[src/rtl/mult_sched.sv]
// mult_sched: round-robin scheduler sharing one sign-magnitude fixed-point multiplier among NREQ requesters.
// Define MULT_SCHED_SAT_EN to force overflowed magnitudes to all ones.
module mult_sched #(
    parameter int NREQ = 2,
    parameter int N = 32,
    parameter int FRACBITS = 20,
    localparam int IW = NREQ > 1 ? $clog2(NREQ) : 1
) (
    input  logic              clk,
    input  logic              rst,
    input  logic [NREQ-1:0]   req_valid,
    input  logic [NREQ*N-1:0] req_a,
    input  logic [NREQ*N-1:0] req_b,
    output logic [NREQ-1:0]   req_ready,
    output logic              rsp_valid,
    input  logic              rsp_ready,
    output logic [IW-1:0]     rsp_id,
    output logic [N-1:0]      rsp_result,
    output logic              rsp_ovf,
    output logic [15:0]       ovf_cnt
);
    localparam int MW = 2*N-2;
    localparam int MH = MW-FRACBITS;
    typedef enum logic [1:0] {IDLE, EXEC, RESP} state_t;
    state_t state, state_nxt;
    logic [IW-1:0] last_grant, win, op_id;
    logic [N-1:0] op_a, op_b;
    logic [MH-1:0] mag_hi;
    logic [N-2:0] res_mag;
    logic grant, ovf, hs;

    always_comb begin
        win = last_grant;
        for (int k = NREQ; k >= 1; k--)
            if (req_valid[IW'((int'(last_grant) + k) % NREQ)]) win = IW'((int'(last_grant) + k) % NREQ);
    end

    assign grant = state == IDLE && |req_valid && !rst;
    assign rsp_valid = state == RESP;
    assign hs = rsp_valid && rsp_ready;

    // Fraction bits below FRACBITS are dropped before anything else looks at the product.
    assign mag_hi = MH'((MW'(op_a[N-2:0]) * MW'(op_b[N-2:0])) >> FRACBITS);
    assign ovf = |mag_hi[MH-1:N-1];
`ifdef MULT_SCHED_SAT_EN
    assign res_mag = ovf ? '1 : mag_hi[N-2:0];
`else
    assign res_mag = mag_hi[N-2:0];
`endif

    always_ff @(posedge clk) begin
        if (rst) state <= IDLE;
        else state <= state_nxt;
    end

    always_comb begin
        state_nxt = state;
        req_ready = '0;
        case (state)
            IDLE: if (grant) begin
                req_ready[win] = 1'b1;
                state_nxt = EXEC;
            end
            EXEC: state_nxt = RESP;
            RESP: if (rsp_ready) state_nxt = IDLE;
            default: state_nxt = IDLE;
        endcase
    end

    always_ff @(posedge clk) begin
        if (rst) begin
            last_grant <= IW'(NREQ-1);
            op_id <= '0;
            op_a <= '0;
            op_b <= '0;
            rsp_id <= '0;
            rsp_result <= '0;
            rsp_ovf <= 1'b0;
            ovf_cnt <= '0;
        end else begin
            if (grant) begin
                last_grant <= win;
                op_id <= win;
                op_a <= req_a[win*N +: N];
                op_b <= req_b[win*N +: N];
            end
            if (state == EXEC) begin
                rsp_result <= {op_a[N-1] ^ op_b[N-1], res_mag};
                rsp_ovf <= ovf;
                rsp_id <= op_id;
            end
            if (hs && rsp_ovf && ovf_cnt != 16'hFFFF) ovf_cnt <= ovf_cnt + 16'd1;
        end
    end
endmodule

[config.mk]
export PLATFORM = sky130hd
export DESIGN_NAME = mult_sched
export DESIGN_NICKNAME = d
export VERILOG_FILES = /design/src/rtl/mult_sched.sv
export SDC_FILE = /design/constraint.sdc
export NUM_CORES = 2
export LEC_CHECK = 0
export ABC_AREA = 1
export BUFFER_PORTS_ARGS = -buffer_cell sky130_fd_sc_hd__buf_2
export CAP_MARGIN = 20
export CELL_PAD_IN_SITES_DETAIL_PLACEMENT = 1
export CELL_PAD_IN_SITES_GLOBAL_PLACEMENT = 1
export CORE_UTILIZATION = 35
export DETAILED_ROUTE_END_ITERATION = 7
export PLACE_DENSITY_LB_ADDON = 0.1
export SYNTH_ARGS = -nofsm -noshare
export SYNTH_HDL_FRONTEND = slang
export SYNTH_SLANG_ARGS = --single-unit
[constraint.sdc]
create_clock -name clk -period 11.1 [get_ports clk]
set_input_delay 0.555 -clock clk [delete_from_list [all_inputs] [get_ports clk]]
set_output_delay 0.555 -clock clk [all_outputs]
set_load 0.01 [all_outputs]
# After elaboration in Yosys (flattened, before gate mapping)
# Cells that the tools add are included.
[op_classes] bitwise=1 magnitude_cmp=4 n_shift=2 add_sub_neg=3 n_mux=13 reduce_logical=11 n_mul=1 n_eq_ne=5
[op_table] op="$shiftx A64 B7 Y32" n=2
[op_table] op="$mul A31 B31 Y62" n=1
[op_table] op="$add A16 B1 Y16 const B" n=1
[op_table] op="$ne A16 B16 Y1 const B" n=1
[op_table] op="$reduce_or A11 Y1" n=1
[op_table] op="$mux W2" n=4
[op_table] op="$mux W1" n=7
[op_table] op="$logic_and A1 B1 Y1" n=6
[op_table] op="$lt A1 B3 Y1 const B" n=2
[op_table] op="$pmux W2 S3" n=1
[op_table] op="$add A1 B1 Y1 const B" n=2
[op_table] op="$eq A2 B1 Y1 const B" n=1
[op_table] op="$eq A2 B2 Y1 const B" n=1
[op_table] op="$logic_not A2 Y1" n=1
[op_table] op="$lt A1 B2 Y1 const B" n=1
[op_table] op="$ne A2 B1 Y1 const B" n=1
[op_table] op="$ne A2 B2 Y1 const B" n=1
[op_table] op="$reduce_and A2 Y1" n=1
[op_table] op="$reduce_or A2 Y1" n=1
[op_table] op="$demux W1 S1" n=1
[op_table] op="$ge A1 B1 Y1 const B" n=1
[op_table] op="$logic_not A1 Y1" n=1
[op_table] op="$xor A1 B1 Y1" n=1
[word_totals] in_bits=133 out_inout_bits=53 word_cells=49 reg_bits=118

# Logic depth before layout (Yosys ltp)
[depth] word_depth=12 mapped_depth=38 mapped_depth_nobuf=37

# Worst setup path after synthesis
# OpenSTA, ideal clock, no wires.
[synth_path] kind="register -> register" start="register op_a[21]" end="register rsp_ovf" path_stages_with_launch=33 path_slack_ns=4.679 setup_time_ns=0.117 t_arrival_ns=6.304 period_less_slack_ns=6.421 required_time_ns=10.983 n_path_buf=1 cell_sequence="dfxtp_1 clkbuf_1 nand2_1 fa_1 inv_1 fa_1 inv_1 fa_1 inv_1 fa_1 inv_1 fa_1 inv_1 fa_1 fa_1 inv_1 fa_1 inv_1 ha_1 nand2_1 inv_1 a21oi_1 nand2_1 nand2_1 nand2_1 a21oi_1 nand2_1 nand2_1 nand3_1 nor2_1 nand3_1 nor2_1 nor2_1"
[synth_between] elab_chain_cells=2
[synth_lines] item="start: declaration" line_no="27" text="logic [N-1:0] op_a, op_b;"
[synth_lines] item="start signal: assignment" line_no="84" text="op_a <= req_a[win*N +: N];"
[synth_lines] item="$mul A31 B31 Y62" line_no="43" text="assign mag_hi = MH'((MW'(op_a[N-2:0]) * MW'(op_b[N-2:0])) >> FRACBITS);"
[synth_lines] item="$reduce_or A11 Y1" line_no="44" text="assign ovf = |mag_hi[MH-1:N-1];"
[synth_lines] item="end signal: assignment" line_no="89" text="rsp_ovf <= ovf;"
[synth_lines] item="end: declaration" line_no="19" text="output logic rsp_ovf,"
# No other way between the ends.
# A chain may end at the register's enable or synchronous reset.

# Worst setup path after layout
[layout_path] start="register op_a[13]" end="register rsp_ovf"
# Same word-level chain as after synthesis.

==> summary.md <==
| Metric | Value |
|---|---|
| RR Endpoint | rsp_ovf |
| Commonest non-fill, non-tap cell in the layout | inv_1 |
| Worst skew pair latency | 0.50 ns |
| Synth unique cells | 45 |
| Register area share after synthesis | about 6.2% |
| CTS Sinks | 118 |
| Setup Buffers After CTS | 0 |
| Hold Path End | op_a[10] |
| # DRC | 0 |
| PostCTS Resize Cnt | 0 |
| First-pass GRT wire length | 209 mm |
| Num CTS Buffers | 17 |
| Clk_skew | 0.0404 ns |
| Layout area overhead | 7.79% |
| Syn Nets | 6332 |
| Root buf cell | clkbuf_16 |
| Max_cap viols | 0 |
| Clock Path Buffers | 2 |
| First-pass iteration count of the detailed router | 5 |
| Htree depth | 4 |
| Starting Density | approximately a third |
| Most frequent cells in the layout | inv_1, nand2_1, fa_1, ha_1, buf_2 |
| Setup crit start kind | flip-flop |
| Placement Rows | 120 |
| Setup crit end kind | flip-flop |
| Min-Delay Path Depth | 3 |
| Layout cells sized above 1 | 6.17% |
| CP Max Fanout | 21 |
| VDD IR max | 0.0897 mV |
| CP required | 11.50 ns |
| Worst relative slew slack | 30.3% |
| Post-DP HPWL | 106 mm |
| Synth Area per Inst | 7.40 um2 |
| Unrepaired setup endpoints after global routing | no |
| Hold_ws | 0.311 ns |
| Total wire length | 132 mm |
| Yosys warnings | 0 |
| Max Transition Viols Final | 0 |
| I/O pins | between 150 and 200 |
| Worst endpoint data arrival time | 8.26 ns |
| Outcome | finished, final reports clean |
| Die Ht | ~330 um |
| Area of the core | 107000 um2 |
| GRT Total Usage | approximately a quarter |
| Placed cells | 6540 |
| Initial antenna violation count | 0 |
| Total global routing overflow | 0 |
| Number of global-route vias before repair | 34300 |
| Synth Instances | ~5000 |
| Pleak | approximately 25 nW |
| Worst Hold Class | in2reg |
| Nets | between 6000 and 7000 |
| Yosys reg bits | approximately 120 |
| Post-route cell area | 40800 um2 |
| Final setup fails | 0 |
| HP Start | req_a[10] |
| Wirelength per Cell | between 20 and 25 um |
| Port Buffers | ~190 |
| Final ANT Viol Nets | 0 |
| Total Negative Setup Slacks | 0 ns |
| Largest net degree at the start of global routing | 57 |
| Min cycle time layout | just under 8 ns |
| R2R cell count | 27 |
| Post-CTS Hold Buffers | 0 |
| Final worst-path cycle share | 70.9% |
| Worst R2R Start | op_a[13] |
| CTS tree | done |
| Total number of vias | 30900 |
| Register-to-register setup slack | 3.23 ns |
| Final Instance Count excl. Fillers | 6575 |
| WS Path Type | reg2reg |
| Vias per Instance | about 4.7 |
| Iteration-0 DRC count of the detailed router | 1446 |
| DIE WIDTH | 331 um |
| Cell area after synthesis | 37800 um2 |
| Fmax | between 100 and 150 MHz |
| Tot Pwr | 2.33 mW |
| Placed Area | 40200 um2 |
| Worst-path clk slew | roughly 0.1 ns |
| Hold Violations, Final | 0 |
| Tightest Pin Transition | 1.05 ns |
| Die ar. | 109000 um2 |
| Cell Pwr Density | 57.0 nW/um2 |
| GPL Wtd Cong | ~0.9 |
-- critical path, stage by stage, from the launching register on --
cell and delay, ns:
dfxtp_1 0.66, buf_4 0.42, nand2_1 0.14, fa_1 0.54, fa_1 0.55, inv_1 0.06, fa_1 0.49, fa_1 0.51
fa_1 0.59, fa_1 0.50, fa_1 0.52, inv_1 0.06, fa_1 0.48, inv_1 0.05, ha_1 0.43, nand2_1 0.15
nor2_1 0.18, inv_1 0.11, nor2_1 0.20, nand2_1 0.12, nor4_2 0.23, nand2_1 0.16, nand3_1 0.11, nand2_1 0.08
nor2_1 0.09, nand4_1 0.12, nor2_1 0.12, nor2_1 0.05
-- power by group --
group / internal (mW) / switching [mW] / leakage (nW)
Sequential: 0.458 / 0.0391 / 0.965
Combinational: 0.369 / 0.838 / 23.4
Clock: 0.319 / 0.302 / 0.284
-- worst max-delay path by stage --
| stage | start | depth (start not counted) | endpoint | slack, ns |
|---|---|---|---|---|
| detailed placement | op_a[13] | 27 | rsp_ovf | 3.21 |
| floorplan | op_a[21] | 32 | rsp_ovf | 4.68 |
| global placement | op_a[19] | 24 | rsp_result[15] | 3.27 |
| global route | op_a[13] | 27 | rsp_ovf | 2.76 |
| CTS | op_a[13] | 27 | rsp_ovf | 3.15 |
| finish | op_a[13] | 27 | rsp_ovf | 3.23 |
-- cell families after synthesis --
logic type	synth area share [%]
buf+inv	18.3
simple gates	18.5
fa+ha+maj	52.6
compound gates	3.52
flops	6.25
xor+xnor	0.787
-- flip-flops by register name (all words and copies together) (netlist names) --
name,cells
state,2
rsp_ovf,1
op_a,32
ovf_cnt,16
last_grant,1
rsp_id,1
op_id,1
op_b,32
rsp_result,32
-- synthesized netlist by cell type, drive strengths merged --
cell,count,area share [%]
xor2,20,0.46
nor2,168,1.7
a31oi,56,0.93
o211ai,6,0.12
a22oi,16,0.32
and3,7,0.12
nand4,9,0.15
and2,3,0.050
fa,836,44
or2,3,0.050
o31a,1,0.023
nand3b,3,0.060
o21bai,10,0.20
a21o,4,0.079
nand2,1533,15
o31ai,1,0.020
nand3,53,0.75
ha,253,8.4
a211oi,1,0.020
a21oi,85,1.1
xnor2,14,0.32
nor3b,1,0.020
o21a,1,0.020
clkbuf,210,2.1
inv,1613,16
a21boi,2,0.040
o21ai,46,0.61
dfxtp,118,6.2
buf,16,0.21
nor3,15,0.26
nor4,6,0.12
-- final cells by class --
cell class | count | area (um2)
antenna | 3 | 7.51
clock inverter | 15 | 161
tap | 1403 | 1760
timing repair buffer | 253 | 1440
sequential | 118 | 2360
clock buffer | 17 | 425
multi-input combinational | 3153 | 28600
inverter | 1613 | 6050
fill | 13400 | 66300
-- per-stage QoR --
step	setup slack [ns]	util [%]
floorplan	4.68	-
global placement	3.27	37.5
detailed placement	3.21	37.5
CTS	3.15	38.1
global route	2.76	38.1
finish	3.23	38.1
-- routing by layer --
| metal | share of wire [%] | vias to the layer above | GRT usage, % |
|---|---|---|---|
| met3 | 2.5 | 69 | 1.89 |
| li1 | - | 14300 | - |
| met4 | 0.98 | 0 | 3.32 |
| met1 | 48 | 16100 | 35.7 |
| met2 | 49 | 427 | 43.5 |
| met5 | 0 | - | 0 |
Note: power is estimated with default switching activity, not from simulation.
